[src/rtl/ifetch_port_arbiter.sv]
// Shares the single I-Cache fetch port between the way0/way1 IFUs: round-robin grant,
// one outstanding fetch, and squash of the in-flight fetch on a pipeline redirect.
//   state | meaning
//   IDLE  | no fetch outstanding, arbitrating between ways
//   WAIT  | fetch outstanding, response goes to the owner
//   DROP  | fetch squashed by a jump, response is discarded
module ifetch_port_arbiter #(
    parameter int ADDR_W = 32,
    parameter int INST_W = 32
) (
    input  logic              clk,
    input  logic              reset_n,
    input  logic              way0_request_i,
    input  logic [ADDR_W-1:0] way0_instAddr_i,
    output logic              way0_dataOk_o,
    output logic [INST_W-1:0] way0_inst_o,
    input  logic              way1_request_i,
    input  logic [ADDR_W-1:0] way1_instAddr_i,
    output logic              way1_dataOk_o,
    output logic [INST_W-1:0] way1_inst_o,
    input  logic              jumpFlag_i,
    output logic              mem_request_o,
    output logic [ADDR_W-1:0] mem_instAddr_o,
    input  logic              mem_dataOk_i,
    input  logic [INST_W-1:0] mem_inst_i,
    output logic              busy_o
);

    typedef enum logic [1:0] {
        IDLE = 2'd0,
        WAIT = 2'd1,
        DROP = 2'd2
    } state_t;

    state_t            state_q, state_d;
    logic              owner_q, owner_d;
    logic              last_grant_q, last_grant_d;
    logic              mem_request_q, mem_request_d;
    logic [ADDR_W-1:0] mem_inst_addr_q, mem_inst_addr_d;
    logic              way0_data_ok_q, way0_data_ok_d;
    logic              way1_data_ok_q, way1_data_ok_d;
    logic [INST_W-1:0] way0_inst_q, way0_inst_d;
    logic [INST_W-1:0] way1_inst_q, way1_inst_d;
    logic              grant_valid;
    logic              grant_way;

    always_comb begin
        state_d         = state_q;
        owner_d         = owner_q;
        last_grant_d    = last_grant_q;
        mem_request_d   = mem_request_q;
        mem_inst_addr_d = mem_inst_addr_q;
        way0_data_ok_d  = 1'b0;
        way1_data_ok_d  = 1'b0;
        way0_inst_d     = way0_inst_q;
        way1_inst_d     = way1_inst_q;

        // On a tie the way that did not win last time goes next.
        grant_valid = (way0_request_i | way1_request_i) & ~jumpFlag_i;
        grant_way   = (way0_request_i & way1_request_i) ? ~last_grant_q : way1_request_i;

        unique case (state_q)
            IDLE: begin
                if (grant_valid) begin
                    owner_d         = grant_way;
                    last_grant_d    = grant_way;
                    mem_inst_addr_d = grant_way ? way1_instAddr_i : way0_instAddr_i;
                    mem_request_d   = 1'b1;
                    state_d         = WAIT;
                end
            end
            WAIT: begin
                if (mem_dataOk_i) begin
                    mem_request_d = 1'b0;
                    state_d       = IDLE;
                    if (!jumpFlag_i) begin
                        if (owner_q) begin
                            way1_data_ok_d = 1'b1;
                            way1_inst_d    = mem_inst_i;
                        end else begin
                            way0_data_ok_d = 1'b1;
                            way0_inst_d    = mem_inst_i;
                        end
                    end
                end else if (jumpFlag_i) begin
                    // The cache transaction cannot be cancelled, so keep requesting and discard later.
                    state_d = DROP;
                end
            end
            DROP: begin
                if (mem_dataOk_i) begin
                    mem_request_d = 1'b0;
                    state_d       = IDLE;
                end
            end
            default: begin
                mem_request_d = 1'b0;
                state_d       = IDLE;
            end
        endcase
    end

    always_ff @(posedge clk or negedge reset_n) begin
        if (!reset_n) begin
            state_q         <= IDLE;
            owner_q         <= 1'b0;
            last_grant_q    <= 1'b1;
            mem_request_q   <= 1'b0;
            mem_inst_addr_q <= '0;
            way0_data_ok_q  <= 1'b0;
            way1_data_ok_q  <= 1'b0;
            way0_inst_q     <= '0;
            way1_inst_q     <= '0;
        end else begin
            state_q         <= state_d;
            owner_q         <= owner_d;
            last_grant_q    <= last_grant_d;
            mem_request_q   <= mem_request_d;
            mem_inst_addr_q <= mem_inst_addr_d;
            way0_data_ok_q  <= way0_data_ok_d;
            way1_data_ok_q  <= way1_data_ok_d;
            way0_inst_q     <= way0_inst_d;
            way1_inst_q     <= way1_inst_d;
        end
    end

    assign mem_request_o  = mem_request_q;
    assign mem_instAddr_o = mem_inst_addr_q;
    assign way0_dataOk_o  = way0_data_ok_q;
    assign way1_dataOk_o  = way1_data_ok_q;
    assign way0_inst_o    = way0_inst_q;
    assign way1_inst_o    = way1_inst_q;
    assign busy_o         = (state_q != IDLE);

endmodule

[config.mk]
export PLATFORM = sky130hd
export DESIGN_NAME = ifetch_port_arbiter
export DESIGN_NICKNAME = d
export VERILOG_FILES = /design/src/rtl/ifetch_port_arbiter.sv
export SDC_FILE = /design/constraint.sdc
export NUM_CORES = 1
export LEC_CHECK = 0
export CAP_MARGIN = 10
export CORE_ASPECT_RATIO = 1.75
export CORE_MARGIN = 4
export CORE_UTILIZATION = 45
export DETAILED_ROUTE_END_ITERATION = 10
export GPL_TIMING_DRIVEN = 1
export PLACE_DENSITY = 0.89
export SYNTH_ARGS = -nofsm -noshare
export SYNTH_HDL_FRONTEND = slang
export SYNTH_SLANG_ARGS = --single-unit
[constraint.sdc]
create_clock -name clk -period 4.6 [get_ports clk]
set_clock_uncertainty 0.1 [all_clocks]
set_input_delay 0.46 -clock clk [delete_from_list [all_inputs] [get_ports clk]]
set_output_delay 0.46 -clock clk [all_outputs]
set_load 0.005 [all_outputs]
# After elaboration in Yosys (flattened, before gate mapping)
# Cells that the tools add are included.
# classes
n_mux	18
n_reduce_logical	8
n_eq_ne	6
n_bitwise	6
# ops
operator	n
2-to-1 mux 32 bit	1
2-to-1 mux 1 bit	11
2-to-1 mux 2 bit	4
AND reduction 4 bit	2
case mux 2 bit (3 select lines)	1
!= test 2 bit (second input constant)	2
AND reduction 2 bit	2
!= test 3 bit (second input constant)	1
NOT 1 bit	3
AND reduction 3 bit	1
bitwise AND 1 bit	2
== test 2 x 1 -> 1 bit (second input constant)	1
== test 2 bit (second input constant)	1
logical NOT 2 bit	1
!= test 2 x 1 -> 1 bit (second input constant)	1
case mux 1 bit (2 select lines)	1
nonzero test 2 bit	1
OR reduction 2 bit	1
bitwise OR 1 bit	1
# word_totals
output_inout_bits	100
reg_bits	103
in_bits	102
word_cells	47

# Depth between registers and ports, before layout
# depth
word_depth	4
mapped_depth	7
depth_no_buf	5

# Worst setup path after synthesis
# No wires, ideal clock.
# synth_timing
path_kind	reg2reg
from	reg state_q[1]
to	reg way0_inst_q[0], in the netlist way0_inst_o[0]
period_less_slack_ps	1767
setup_ps	125
required_ps	4375
arrival_ps	1542
path_stages_with_launch	8
slack_ps	2833
n_path_buf	2
cell_sequence	dfrtp_1 > inv_1 > ha_1 > nor2b_2 > and3b_1 > buf_6 > buf_6 > mux2_4
# synth_between
elab_chain_len	2
# synth_rtl
element	line	text
start, declared	35	state_t state_q, state_d;
start signal, assigned	115	state_q <= state_d;
== test 2 x 1 -> 1 bit	62	unique case (state_q)
AND reduction 4 bit (no source line)	n/a	
end signal, assigned	122	way0_inst_q <= way0_inst_d;
end, declared	42	logic [INST_W-1:0] way0_inst_q, way0_inst_d;
# No other way between the ends.
# A chain may end at the register's enable or synchronous reset.

# Final worst setup path
# layout_timing
from	reg state_q[1]
to	out busy_o
# layout_between
elab_chain_len	1
# layout_rtl
element	line	text
nonzero test 2 bit	133	assign busy_o = (state_q != IDLE);
end, declared	26	output logic busy_o
# No other way between the ends.

==> impl_metrics.py <==
metrics = {
    "drt": {
        "antenna_left": 0,
        "wl_mm": 12.0,
        "firstDrtPassIters": 4,
        "via_per_inst": 5.10,
        "vias": 3405,
        "wl_per_cell_um": 17.9,
        "drt_iter0_markers": 95,
        "drc": 0,
    },
    "power": {
        "powerDensity_nw_per_um2": 627,
        "ir_worst_vdd_v": 0.000318,
        "p_leak_nw": 2.90,
    },
    "cells_and_area": {
        "n_antenna_cell": 0,
        "finalNetCount": 643,
        "drive_above_1_share_pct": 22.7,
        "area_growth_pct": 50.3,
    },
    "clock_tree": {
        "cts_resized": 0,
        "ctsHtreeMaxLevel": 3,
        "max-clock-path-buffers": 2,
        "clock_sinks": 103,
        "cts_tree": "done",
        "postCtsSetupBuffers": 0,
        "clkTransAtPathRegs_ps": 70,
        "clk_latency_ps": 330,
        "hold_buffers": 0,
        "cts_made_buffers": 9,
        "cts_root_buf": "clkbuf_16",
    },
    "die": {
        "die_w_um": 84.4,
        "num_rows": 48,
        "ioPinCount": 202,
        "die_y_um": 142,
        "die_area_um2": 12000,
        "start_util_pct": 46.4,
        "core_area_um2": 9910,
    },
    "synthesis": {
        "yosysWarnings": 0,
        "syn_area_um2": 4600,
        "synth_nets": 452,
        "ys_ff_latch": 103,
        "syn_area_per_cell_um2": 13.3,
        "synth_cell_types": 28,
        "seq_area_frac_synth_pct": 56.1,
        "synth_cells": 347,
    },
    "sta": {
        "slew_headroom_pct": 32.2,
        "setup-tns-final_ps": 0,
        "fin_crit_ps": 2520,
        "rsz0062_at_grt": "false",
        "hold_ws_ps": 157,
        "finalMaxSlewViolations": 0,
        "max_freq_mhz": 396,
        "fin_crit_sh_pct": 54.9,
        "tightest_slew_ps": 1020,
        "setup_viol": 0,
        "hold_violations": 0,
    },
    "run_status": {
        "status": "finished clean",
    },
    "placement": {
        "place_hpwl_mm": 9.12,
        "port_buffers": 201,
        "globalplace.congestion": 0.750,
    },
    "job": {
        "cap_violations": 0,
    },
    "global_routing": {
        "antenna_found_initial": 0,
        "gr-total-overflow": 0,
        "grt_max_degree": 76,
        "grt_pass1_wl_mm": 19.2,
        "grt_pass1_vias": 3668,
        "track_usage_pct": 20.2,
    },
    "critical_path": {
        "required_ps": 4040,
        "endpoint_kind": "output pin",
        "start_kind": "flip-flop",
        "crit_arrival_ps": 1960,
        "path_class": "flip-flop to output pin",
        "critPathMaxFanout": 35,
    },
    "worst_hold_path": {
        "min_path_type": "input port to asynchronous set/reset pin",
    },
}
logic make-up (layout without fill, tap and decap cells):
group / count (synthesis) / in the layout / synth area share, %
mux: 66 / 66 / 18.7
simple gates: 73 / 73 / 6.58
flops: 103 / 103 / 56.1
compound gates: 73 / 73 / 13.4
buf+inv: 29 / 225 / 4.43
fa+ha+maj: 3 / 3 / 0.816
state kept, by name (all words and copies together) (netlist names):
register,flops
mem_request_o,1
way1_inst_o,32
state_q,2
way0_dataOk_o,1
owner_q,1
way1_dataOk_o,1
way0_inst_o,32
mem_instAddr_o,32
last_grant_q,1
layout by cell type (no fill, tap or decap), types with 2 or more instances in the layout:
cell             Yosys  layout
clkdlybuf4s50_1      0     200
dfrtp_1            102     102
nand2_1             65      65
mux2_2              35      35
a21oi_1             34      34
mux2_4              31      31
a31oi_2             30      30
clkbuf_16            0       9
buf_4                0       5
inv_1                4       4
ha_1                 3       3
a31oi_1              2       2
synthesized netlist by cell type:
cell type | number | area, µm²
nor2b_2 | 1 | 8.76
nand2b_1 | 1 | 6.26
nor3b_1 | 1 | 7.51
a31oi_2 | 30 | 375
nand3_2 | 1 | 10.0
nand3_1 | 1 | 5.00
a21bo_2 | 1 | 10.0
nor2_1 | 1 | 3.75
mux2_4 | 31 | 465
o221ai_1 | 1 | 8.76
buf_6 | 12 | 135
o21ai_0 | 1 | 5.00
o21ba_1 | 1 | 10.0
clkbuf_1 | 9 | 33.8
dfrtp_1 | 102 | 2550
dfstp_2 | 1 | 26.3
ha_1 | 3 | 37.5
a21boi_2 | 1 | 11.3
a31oi_1 | 2 | 12.5
a22oi_1 | 1 | 7.51
o21bai_1 | 1 | 7.51
mux2_2 | 35 | 394
inv_1 | 4 | 15.0
buf_2 | 4 | 20.0
a21oi_1 | 34 | 170
and2_4 | 1 | 8.76
and3b_1 | 1 | 8.76
nand2_1 | 65 | 244
through the flow:
step,util (%),worst slack [ps],instance area (µm²),instances,power [mW]
floorplan,-,2830,4600,347,2.44
global placement,66.7,1970,6610,652,3.52
detailed placement,66.7,1940,6610,652,3.62
CTS,69.8,2050,6920,668,4.40
global route,69.8,1920,6920,668,4.60
finish,69.8,2080,6920,668,4.34
report_power, final:
group / switching [mW] / total, mW / internal (mW)
Clock: 0.327 / 0.770 / 0.443
Combinational: 0.679 / 1.96 / 1.28
Sequential: 0.258 / 1.61 / 1.35
Total: 1.26 / 4.34 / 3.07
worst max-delay path, cell delays in order (launching register included):
cell	delay (ps)
dfrtp_1	400
inv_1	110
ha_1	150
buf_4	330
inv_1	150
clkdlybuf4s50_1	480
path summary, 6_finish.rpt:
path,to,slack (ps),startpoint,depth (start not counted)
worst max-delay path,busy_o,2080,state_q[1],5
worst min-delay path,way0_inst_o[13],160,reset_n,1
worst max register to register,way0_inst_o[30],2150,state_q[1],5
worst min register to register,way1_inst_o[31],410,way1_inst_o[31],1
max in group asynchronous,last_grant_q,3250,reset_n,2
min in group clk,way1_inst_o[31],410,way1_inst_o[31],1
layout make-up:
type | count | area (µm²)
timing repair buffer | 205 | 2040
inverter | 4 | 15.0
clock inverter | 5 | 63.8
sequential | 103 | 2580
clock buffer | 11 | 243
fill | 744 | 2990
multi-input combinational | 215 | 1820
tap | 125 | 156
routing by layer:
metal	share of wire (%)	vias to the layer above	global-route usage, %
met5	0	-	0
met4	1.8	0	6.17
met3	6.7	17	5.35
met2	55	142	37.9
met1	36	1660	22.0
li1	-	1586	-
(Power assumes the default switching activity.)
